**config.mk**
```make
export PLATFORM = sky130hd
export DESIGN_NAME = ysyx_23060208_clint
export DESIGN_NICKNAME = d
export VERILOG_FILES = /design/src/rtl/ysyx_23060208_clint.sv
export SDC_FILE = /design/constraint.sdc
export NUM_CORES = 1
export LEC_CHECK = 0
export ABC_AREA = 0
export CORE_ASPECT_RATIO = 0.9
export CORE_MARGIN = 2
export CORE_UTILIZATION = 50
export DETAILED_ROUTE_END_ITERATION = 16
export GPL_TIMING_DRIVEN = 0
export PLACE_DENSITY = 0.78
export SYNTH_ARGS = -nofsm -noshare
export SYNTH_HDL_FRONTEND = slang
export SYNTH_SLANG_ARGS = --single-unit
```
**constraint.sdc**
```tcl
create_clock -name clk -period 6.2 [get_ports clk]
set_input_delay 0.93 -clock clk [delete_from_list [all_inputs] [get_ports clk]]
set_output_delay 0.93 -clock clk [all_outputs]
set_load 0.01 [all_outputs]
```
**src/rtl/ysyx_23060208_clint.sv**
```systemverilog
// rtl/ysyx_23060208_clint.sv - machine timer (mtime/mtimecmp) responder on the EXU data-port bus
//
// Purpose: free-running 64-bit mtime with a prescaler, a 64-bit mtimecmp,
// and a registered level timer interrupt (mtime >= mtimecmp).
// Register window at BASE_ADDR: 0x0 mtime lo, 0x4 mtime hi, 0x8 mtimecmp lo, 0xC mtimecmp hi.
//
// Ports:
//   clk, rst                       clock, asynchronous active-low reset
//   clint_aw*/clint_w*/clint_b*    write address / data / response channels
//                                  (wstrb carries access size: 000 byte, 001 half, 010 word)
//   clint_ar*/clint_r*             read address / data channels
//   timer_irq                      level interrupt, registered compare
module ysyx_23060208_clint #(
  parameter int          DATA_WIDTH = 32,
  parameter logic [31:0] BASE_ADDR  = 32'h0200_0000,
  parameter int          PRESCALE   = 1
) (
  input  logic                  clk,
  input  logic                  rst,
  input  logic [DATA_WIDTH-1:0] clint_awaddr,
  input  logic                  clint_awvalid,
  output logic                  clint_awready,
  input  logic [DATA_WIDTH-1:0] clint_wdata,
  input  logic [2:0]            clint_wstrb,
  input  logic                  clint_wvalid,
  output logic                  clint_wready,
  output logic [1:0]            clint_bresp,
  output logic                  clint_bvalid,
  input  logic                  clint_bready,
  input  logic [DATA_WIDTH-1:0] clint_araddr,
  input  logic                  clint_arvalid,
  output logic                  clint_arready,
  output logic [DATA_WIDTH-1:0] clint_rdata,
  output logic [1:0]            clint_rresp,
  output logic                  clint_rvalid,
  input  logic                  clint_rready,
  output logic                  timer_irq
);

  localparam int            PW      = (PRESCALE > 1) ? $clog2(PRESCALE) : 1;
  localparam logic [PW-1:0] PS_LAST = PW'(PRESCALE - 1);
  localparam logic [1:0]    OKAY    = 2'b00;
  localparam logic [1:0]    SLVERR  = 2'b10;

  typedef enum logic {W_IDLE, W_RESP} w_state_t;
  typedef enum logic {R_IDLE, R_RESP} r_state_t;

  w_state_t w_state, w_state_n;
  r_state_t r_state, r_state_n;

  logic [63:0]           mtime, mtime_n, mtimecmp, mtimecmp_n;
  logic [PW-1:0]         ps_cnt;
  logic                  tick;

  logic                  aw_got, w_got, aw_hs, w_hs, wr_fire, wr_ok;
  logic [DATA_WIDTH-1:0] aw_addr_q, w_data_q, wr_addr, wr_data, wr_off;
  logic [2:0]            w_size_q, wr_size;
  logic [31:0]           wr_old, wr_new;

  logic                  ar_hs, rd_ok;
  logic [DATA_WIDTH-1:0] rd_off;
  logic [31:0]           rd_val;

  assign tick = (ps_cnt == PS_LAST);

  // Handshakes derive from state only, so no input reaches an output combinationally.
  assign aw_hs = clint_awvalid && (w_state == W_IDLE) && !aw_got;
  assign w_hs  = clint_wvalid  && (w_state == W_IDLE) && !w_got;
  // Fire on the cycle the second half arrives (or both together), using the live bus value for it.
  assign wr_fire = (aw_got || aw_hs) && (w_got || w_hs);
  assign wr_addr = aw_got ? aw_addr_q : clint_awaddr;
  assign wr_data = w_got  ? w_data_q  : clint_wdata;
  assign wr_size = w_got  ? w_size_q  : clint_wstrb;
  assign wr_off  = wr_addr - DATA_WIDTH'(BASE_ADDR);

  always_comb begin
    wr_ok = 1'b0;
    case (wr_off[3:2])
      2'd0:    wr_old = mtime[31:0];
      2'd1:    wr_old = mtime[63:32];
      2'd2:    wr_old = mtimecmp[31:0];
      default: wr_old = mtimecmp[63:32];
    endcase
    wr_new = wr_old;
    if (wr_off[DATA_WIDTH-1:4] == '0) begin
      case (wr_size)
        3'b000: begin
          wr_ok = 1'b1;
          case (wr_off[1:0])
            2'd0:    wr_new[7:0]   = wr_data[7:0];
            2'd1:    wr_new[15:8]  = wr_data[7:0];
            2'd2:    wr_new[23:16] = wr_data[7:0];
            default: wr_new[31:24] = wr_data[7:0];
          endcase
        end
        3'b001: if (!wr_off[0]) begin
          wr_ok = 1'b1;
          if (wr_off[1]) wr_new[31:16] = wr_data[15:0];
          else           wr_new[15:0]  = wr_data[15:0];
        end
        3'b010: if (wr_off[1:0] == 2'd0) begin
          wr_ok  = 1'b1;
          wr_new = wr_data[31:0];
        end
        default: ;
      endcase
    end
  end

  // A software write to mtime replaces the incremented value, dropping that tick.
  always_comb begin
    mtime_n    = mtime + {63'd0, tick};
    mtimecmp_n = mtimecmp;
    if (wr_fire && wr_ok) begin
      case (wr_off[3:2])
        2'd0:    mtime_n    = {mtime[63:32], wr_new};
        2'd1:    mtime_n    = {wr_new, mtime[31:0]};
        2'd2:    mtimecmp_n = {mtimecmp[63:32], wr_new};
        default: mtimecmp_n = {wr_new, mtimecmp[31:0]};
      endcase
    end
  end

  always_comb begin
    w_state_n     = w_state;
    clint_awready = 1'b0;
    clint_wready  = 1'b0;
    clint_bvalid  = 1'b0;
    case (w_state)
      W_IDLE: begin
        clint_awready = !aw_got;
        clint_wready  = !w_got;
        if (wr_fire) w_state_n = W_RESP;
      end
      W_RESP: begin
        clint_bvalid = 1'b1;
        if (clint_bready) w_state_n = W_IDLE;
      end
      default: w_state_n = W_IDLE;
    endcase
  end

  assign ar_hs  = clint_arvalid && (r_state == R_IDLE);
  assign rd_off = clint_araddr - DATA_WIDTH'(BASE_ADDR);
  assign rd_ok  = (rd_off[DATA_WIDTH-1:4] == '0) && (rd_off[1:0] == 2'd0);

  always_comb begin
    rd_val = 32'd0;
    if (rd_ok) begin
      case (rd_off[3:2])
        2'd0:    rd_val = mtime[31:0];
        2'd1:    rd_val = mtime[63:32];
        2'd2:    rd_val = mtimecmp[31:0];
        default: rd_val = mtimecmp[63:32];
      endcase
    end
  end

  always_comb begin
    r_state_n     = r_state;
    clint_arready = 1'b0;
    clint_rvalid  = 1'b0;
    case (r_state)
      R_IDLE: begin
        clint_arready = 1'b1;
        if (clint_arvalid) r_state_n = R_RESP;
      end
      R_RESP: begin
        clint_rvalid = 1'b1;
        if (clint_rready) r_state_n = R_IDLE;
      end
      default: r_state_n = R_IDLE;
    endcase
  end

  always_ff @(posedge clk or negedge rst) begin
    if (!rst) begin
      w_state     <= W_IDLE;
      r_state     <= R_IDLE;
      mtime       <= 64'd0;
      mtimecmp    <= 64'hFFFF_FFFF_FFFF_FFFF;
      ps_cnt      <= '0;
      timer_irq   <= 1'b0;
      aw_got      <= 1'b0;
      w_got       <= 1'b0;
      aw_addr_q   <= '0;
      w_data_q    <= '0;
      w_size_q    <= 3'd0;
      clint_bresp <= OKAY;
      clint_rdata <= '0;
      clint_rresp <= OKAY;
    end else begin
      w_state   <= w_state_n;
      r_state   <= r_state_n;
      mtime     <= mtime_n;
      mtimecmp  <= mtimecmp_n;
      ps_cnt    <= tick ? '0 : ps_cnt + PW'(1);
      timer_irq <= (mtime >= mtimecmp);
      if (wr_fire) begin
        aw_got      <= 1'b0;
        w_got       <= 1'b0;
        clint_bresp <= wr_ok ? OKAY : SLVERR;
      end else begin
        if (aw_hs) begin
          aw_got    <= 1'b1;
          aw_addr_q <= clint_awaddr;
        end
        if (w_hs) begin
          w_got    <= 1'b1;
          w_data_q <= clint_wdata;
          w_size_q <= clint_wstrb;
        end
      end
      if (ar_hs) begin
        clint_rdata <= DATA_WIDTH'(rd_val);
        clint_rresp <= rd_ok ? OKAY : SLVERR;
      end
    end
  end

endmodule

```
# ---- Word-level counts from Yosys, hierarchy flattened
# Index checks and enable logic that the tools add are counted.
dict set report word_totals {
  word_cells 105
  output_inout_bits 42
  register_bits 237
  in_bits 106
}
dict set report classes {
  reduce_logical 27
  eq_ne 10
  mux 41
  order_cmp 1
  n_bitwise 6
  add_sub_neg 4
}
# cell n
set ops {}
lappend ops {{32-bit one-hot mux with 3 select lines} 3}
lappend ops {{64-bit one-hot mux with 2 select lines} 2}
lappend ops {{32-bit 2-to-1 mux} 6}
lappend ops {{64-bit by 1-bit adder with 64-bit output} 1}
lappend ops {{64-bit >= comparator} 1}
lappend ops {{64-bit 2-to-1 mux} 1}
lappend ops {{32-bit by 26-bit subtractor with 32-bit output (second input constant)} 2}
lappend ops {{28-bit zero test} 2}
lappend ops {{16-bit 2-to-1 mux} 2}
lappend ops {{8-bit 2-to-1 mux} 4}
lappend ops {{1-bit 2-to-1 mux} 17}
lappend ops {{1-bit logical AND} 8}
lappend ops {{2-bit zero test} 4}
lappend ops {{2-bit by 1-bit equality test with 1-bit output (second input constant)} 3}
lappend ops {{2-bit equality test (second input constant)} 3}
lappend ops {{1-bit NOT} 6}
lappend ops {{3-bit AND reduction} 2}
lappend ops {{2-bit 2-to-1 mux} 2}
lappend ops {{2-bit inequality test (second input constant)} 2}
lappend ops {{1-bit one-hot mux with 2 select lines} 2}
lappend ops {{2-bit AND reduction} 2}
lappend ops {{2-bit nonzero test} 2}
lappend ops {{3-bit by 1-bit equality test with 1-bit output (second input constant)} 1}
lappend ops {{3-bit by 2-bit equality test with 1-bit output (second input constant)} 1}
lappend ops {{8 further kinds} 10}

# ---- Longest topological paths before layout
dict set report logic_depth {
  depth_word 10
  ltp_mapped 13
  depth_no_buf 9
}

# ---- Worst setup path after synthesis
# Ideal clock, no wire load.
dict set report synth_path {
  kind {in2reg}
  from {in clint_awaddr[25]}
  to {reg mtimecmp[62]}
  setup_slack_ps 3136
  setup_ps 82
  cell_stages 8
  n_path_buf 2
  arrival_time_ps 2981
  t_required_ps 6118
  path_cell_list {nor4_2 > o21ai_1 > a2111oi_4 > o211ai_2 > buf_6 > nor4_4 > buf_4 > mux2_2}
}
dict set report synth_via {
  elab_chain_cells 6
  word_cells_on_any_way 8
  classes_between {add/sub: 1; mux: 4; reduce/logical: 3}
}
# item line
set synth_lines {}
lappend synth_lines {{start: declaration} 20} ;# input logic [DATA_WIDTH-1:0] clint_awaddr,
lappend synth_lines {{32-bit 2-to-1 mux (*)} 71} ;# assign wr_addr = aw_got ? aw_addr_q : clint_awaddr;
lappend synth_lines {{32-bit by 26-bit subtractor with 32-bit output (*)} 74} ;# assign wr_off = wr_addr - DATA_WIDTH'(BASE_ADDR);
lappend synth_lines {{28-bit zero test (*)} 85} ;# if (wr_off[DATA_WIDTH-1:4] == '0) begin
lappend synth_lines {{1-bit 2-to-1 mux} 85}
lappend synth_lines {{1-bit logical AND} 114} ;# if (wr_fire && wr_ok) begin
lappend synth_lines {{3-bit AND reduction (no line)} n/a}
lappend synth_lines {{end signal: assignment} 196} ;# mtimecmp <= mtimecmp_n;
lappend synth_lines {{end: declaration} 51} ;# logic [63:0] mtime, mtime_n, mtimecmp, mtimecmp_n;
# Every way passes the cells marked *; elsewhere a longest branch is shown, timed or not. The select of a mux whose other input is x is not followed.
# A chain may end at the register's enable or synchronous reset.

# ---- Worst setup path in the final report
dict set report layout_path {
  from {reg aw_got}
  to {reg mtime[35]}
}
dict set report layout_via {
  elab_chain_cells 10
  word_cells_on_any_way 26
  classes_between {add/sub: 1; eq/ne: 3; mux: 14; reduce/logical: 8}
}
# item line
set layout_lines {}
lappend layout_lines {{start: declaration} 55} ;# logic aw_got, w_got, aw_hs, w_hs, wr_fire, wr_ok;
lappend layout_lines {{start signal: assignment} 184} ;# aw_got <= 1'b0;
lappend layout_lines {{start signal: assignment} 200} ;# aw_got <= 1'b0;
lappend layout_lines {{start signal: assignment} 205} ;# aw_got <= 1'b1;
lappend layout_lines {{32-bit 2-to-1 mux} 71}
lappend layout_lines {{32-bit by 26-bit subtractor with 32-bit output} 74}
lappend layout_lines {{2-bit equality test, or another cell as far along} 78} ;# case (wr_off[3:2])
lappend layout_lines {{32-bit one-hot mux with 3 select lines} 78}
lappend layout_lines {{16-bit 2-to-1 mux} 98} ;# if (wr_off[1]) wr_new[31:16] = wr_data[15:0];
lappend layout_lines {{32-bit 2-to-1 mux} 96} ;# 3'b001: if (!wr_off[0]) begin
lappend layout_lines {{32-bit one-hot mux with 3 select lines} 86} ;# case (wr_size)
lappend layout_lines {{32-bit 2-to-1 mux} 85}
lappend layout_lines {{64-bit one-hot mux with 2 select lines} 115} ;# case (wr_off[3:2])
lappend layout_lines {{64-bit 2-to-1 mux} 114}
lappend layout_lines {{end signal: assignment} 195} ;# mtime <= mtime_n;
lappend layout_lines {{end: declaration} 51}
# Several ways; a longest one is shown, not always the timed one.

==> run_results.csv <==
group,metric,value,unit
timing,final.min_clock_period,4.585,ns
worst_hold_path,hp-class,"primary input to asynchronous set/reset pin",
timing,timing.fmax,218.1,MHz
setup_path,cp-end-kind,"flip-flop",
timing,grt_setup_unrepaired,"false",
floorplanning,die_h,172.2,microns
placed_design,gp_congestion,1.015,
power_and_ir_drop,p_total,5.451,mW
floorplanning,pin_count,148,
global_route,antenna_found_initial,0,
placed_design,place_hpwl,41.00,mm
drt,drc,0,
final_layout,num-fill-cells,2601,
clock_network,hold_buffers,0,
timing,setup-violations-final,0,
drt,vias,14240,
floorplanning,rows,61,
setup_path,arrival,5.08,ns
synth,async_flop_share,100.0,%
global_route,grt_pass1_vias,13783,
power_and_ir_drop,ir_drop,249.6,uV
final_layout,multi_input_area,8917,sq um
synth,yosysUniqueCellTypes,84,
timing,fin_skew,0.02028,ns
global_route,grt_max_degree,108,
setup_path,path_class,"flip-flop to flip-flop",
floorplanning,coreArea,30910,sq um
drt,wl,54.86,mm
global_route,grt-ovfl-total,0,
clock_network,clock_latency,0.57,ns
timing,slew_headroom,9.103,%
clock_network,clk_pin_slew,0.06,ns
placed_design,io_buffers,143,
global_route,grt_pass1_wl,82.67,mm
drt,drt_iter0_drc,1789,
clock_network,cts_resized,0,
timing,maxSlewViolCount,0,
timing,period_share,73.95,%
setup_path,start_kind,"flip-flop",
status,status,"completed",
synth,synth_edf_count,0,
final_layout,syn2layout_area_growth,19.08,%
drt,wire_per_inst,25.07,microns
synth,synth.top_cell.area_share,27.06,%
power_and_ir_drop,p_leak,7.901,nW
synth,yosys.area.top_type,"dfrtp_1",
timing,hold_viol_final,0,
floorplanning,die_area,32880,sq um
setup_path,worstPathMaxFanout,10,
setup_path,r2r_setup_slack,1.62,ns
power_and_ir_drop,power.density,291.2,nW/um^2
final_layout,regArea,5936,sq um
floorplanning,die_x,190.9,microns
synth,yosysWarnings,0,
clock_network,clock_tree.buffer_depth,3,
drt,firstDrtPassIters,6,
clock_network,clockRootBuffer,"clkbuf_16",
clock_network,cts_tree,"yes",
floorplanning,start_util,50.86,%
clock_network,clock-sinks,234,
synth,synth_area,15720,sq um
drt,via_per_inst,6.508,
clock_network,cts_max_level,1,
job,max_cap_violations,0,
synth,ys_ff_latch,234,
clock_network,postCtsSetupBuffers,0,
synth,synth_cells,1581,
timing,worstMarginPinSlew,1.361,ns
final_layout,utilization,60.57,%
final_layout,diodes,0,
synth,synth.avg_cell_area,9.945,sq um
final_layout,drive_gt1_share,19.06,%
synth,ys.flop_type,"dfrtp_1",
global_route,grt_usage,33.56,%
drt,final_antenna_net_count,0,
setup_path,cp.required,6.70,ns
final_layout,nNetsFinal,1930,
synth,ys_seq_area_share,37.75,%
synth,synth_area_leaders,"dfrtp_1 27%, dfstp_2 11%, mux2_2 7.4%, mux4_2 7.2%, ha_1 5.3%",
clock_network,cts_buffers,28,
-- layout make-up --
cell class	instances	share of cell area (%)
Tap cell	409	2.733
Timing Repair Buffer	145	7.966
Clock buffer	44	4.658
Inverter	114	2.286
Clock inverter	8	0.6416
Sequential cell	234	31.70
Buffer	93	2.379
Multi-Input combinational cell	1141	47.63
-- placed cells by master (no fill, tap or decap), types with 21 or more instances in the layout --
cell / instances
nand4_1: 36
ha_1: 67
nor4_1: 21
clkbuf_1: 51
dfstp_2: 64
nand2_1: 122
a21o_1: 32
mux2_2: 104
clkbuf_16: 29
a21oi_1: 69
buf_2: 26
inv_1: 114
mux2i_1: 79
nor2_1: 86
dfrtp_1: 170
nor3_1: 32
o21ai_0: 97
a211oi_1: 36
and3_1: 21
clkdlybuf4s50_1: 142
nand3_1: 47
mux4_2: 50
-- metal layers --
metal  track usage (%)  up-vias  share of wire [%]
met5                 0        -                  0
met2             47.15      850                 41
met1             45.29     6967                 40
met4             19.14        0                6.6
met3             11.08      154                 12
li1                  -     6269                  -
-- metrics by stage --
stage               instance area, sq um  hold slack [ns]  setup TNS, ns  std cells  setup slack (ns)
floorplan                          15730           0.4706              0       1582             3.136
global placement                   17670           0.4598       -1176.59       2134            -5.904
detailed placement                 17730           0.4694              0       2136             1.450
CTS                                18720           0.2214              0       2188             1.932
global route                       18720           0.2360              0       2188             1.647
finish                             18720           0.2251              0       2188             1.615
-- final timing paths --
| check | to | startpoint | cells after the start |
|---|---|---|---|
| worst max-delay path | mtime[35]$_DFFE_PN0P_ | aw_got$_DFFE_PN0P_ | 7 |
| worst min-delay path | clint_rdata[21]$_DFFE_PN0P_ | rst | 1 |
| worst max register to register | mtime[35]$_DFFE_PN0P_ | aw_got$_DFFE_PN0P_ | 7 |
| worst min register to register | clint_rdata[2]$_DFFE_PN0P_ | clint_rdata[2]$_DFFE_PN0P_ | 2 |
| max in group asynchronous | aw_addr_q[22]$_DFFE_PN0P_ | rst | 2 |
| min in group clk | clint_rdata[2]$_DFFE_PN0P_ | clint_rdata[2]$_DFFE_PN0P_ | 2 |
-- flip-flops by register name, summed over array words and instances (netlist names) --
| name | flops |
|---|---|
| mtime | 64 |
| clint_bresp | 1 |
| r_state | 1 |
| timer_irq | 1 |
| w_got | 1 |
| aw_addr_q | 32 |
| aw_got | 1 |
| clint_rresp | 1 |
| mtimecmp | 64 |
| clint_rdata | 32 |
| w_data_q | 32 |
| w_state | 1 |
| w_size_q | 3 |
-- synthesized netlist by cell type, types with 6 or more instances --
master / count
dfrtp_1: 170
nand2_1: 122
inv_1: 114
mux2_2: 104
o21ai_0: 97
nor2_1: 86
mux2i_1: 79
a21oi_1: 69
ha_1: 67
dfstp_2: 64
mux4_2: 50
nand3_1: 47
clkbuf_1: 45
a211oi_1: 36
nand4_1: 36
a21o_1: 32
nor3_1: 32
buf_2: 26
and3_1: 21
nor4_1: 21
o211ai_1: 19
o22ai_1: 19
o21ai_1: 13
or3_1: 13
a22oi_1: 12
a31oi_1: 12
nor2b_1: 10
or2_2: 10
buf_1: 9
buf_4: 9
nor4b_1: 9
o21a_1: 8
o211a_1: 6
-- power by group --
part	switching (mW)	internal, mW
Sequential	0.155	1.76
Combinational	1.02	0.733
Clock	0.694	1.08
-- cell families after synthesis --
logic type / Yosys count / share of synthesized area [%]
other: 1 / 0.02385
muxes: 235 / 19.82
AOI/OAI and AO/OA: 390 / 16.64
adders and majority gates: 67 / 5.332
and+or+nand+nor: 447 / 14.88
DFF: 234 / 37.75
buffers and inverters: 207 / 5.555
-- critical path, cell delays in order, from the launching register on --
cell and delay (ns):
dfrtp_1 0.48, buf_2 0.30, mux2i_2 1.02, o2111ai_1 0.40, a2111oi_2 1.21, clkbuf_1 0.77, o21ai_0 0.20, nand2_1 0.12
No activity file was read; power rests on OpenSTA's default activity.
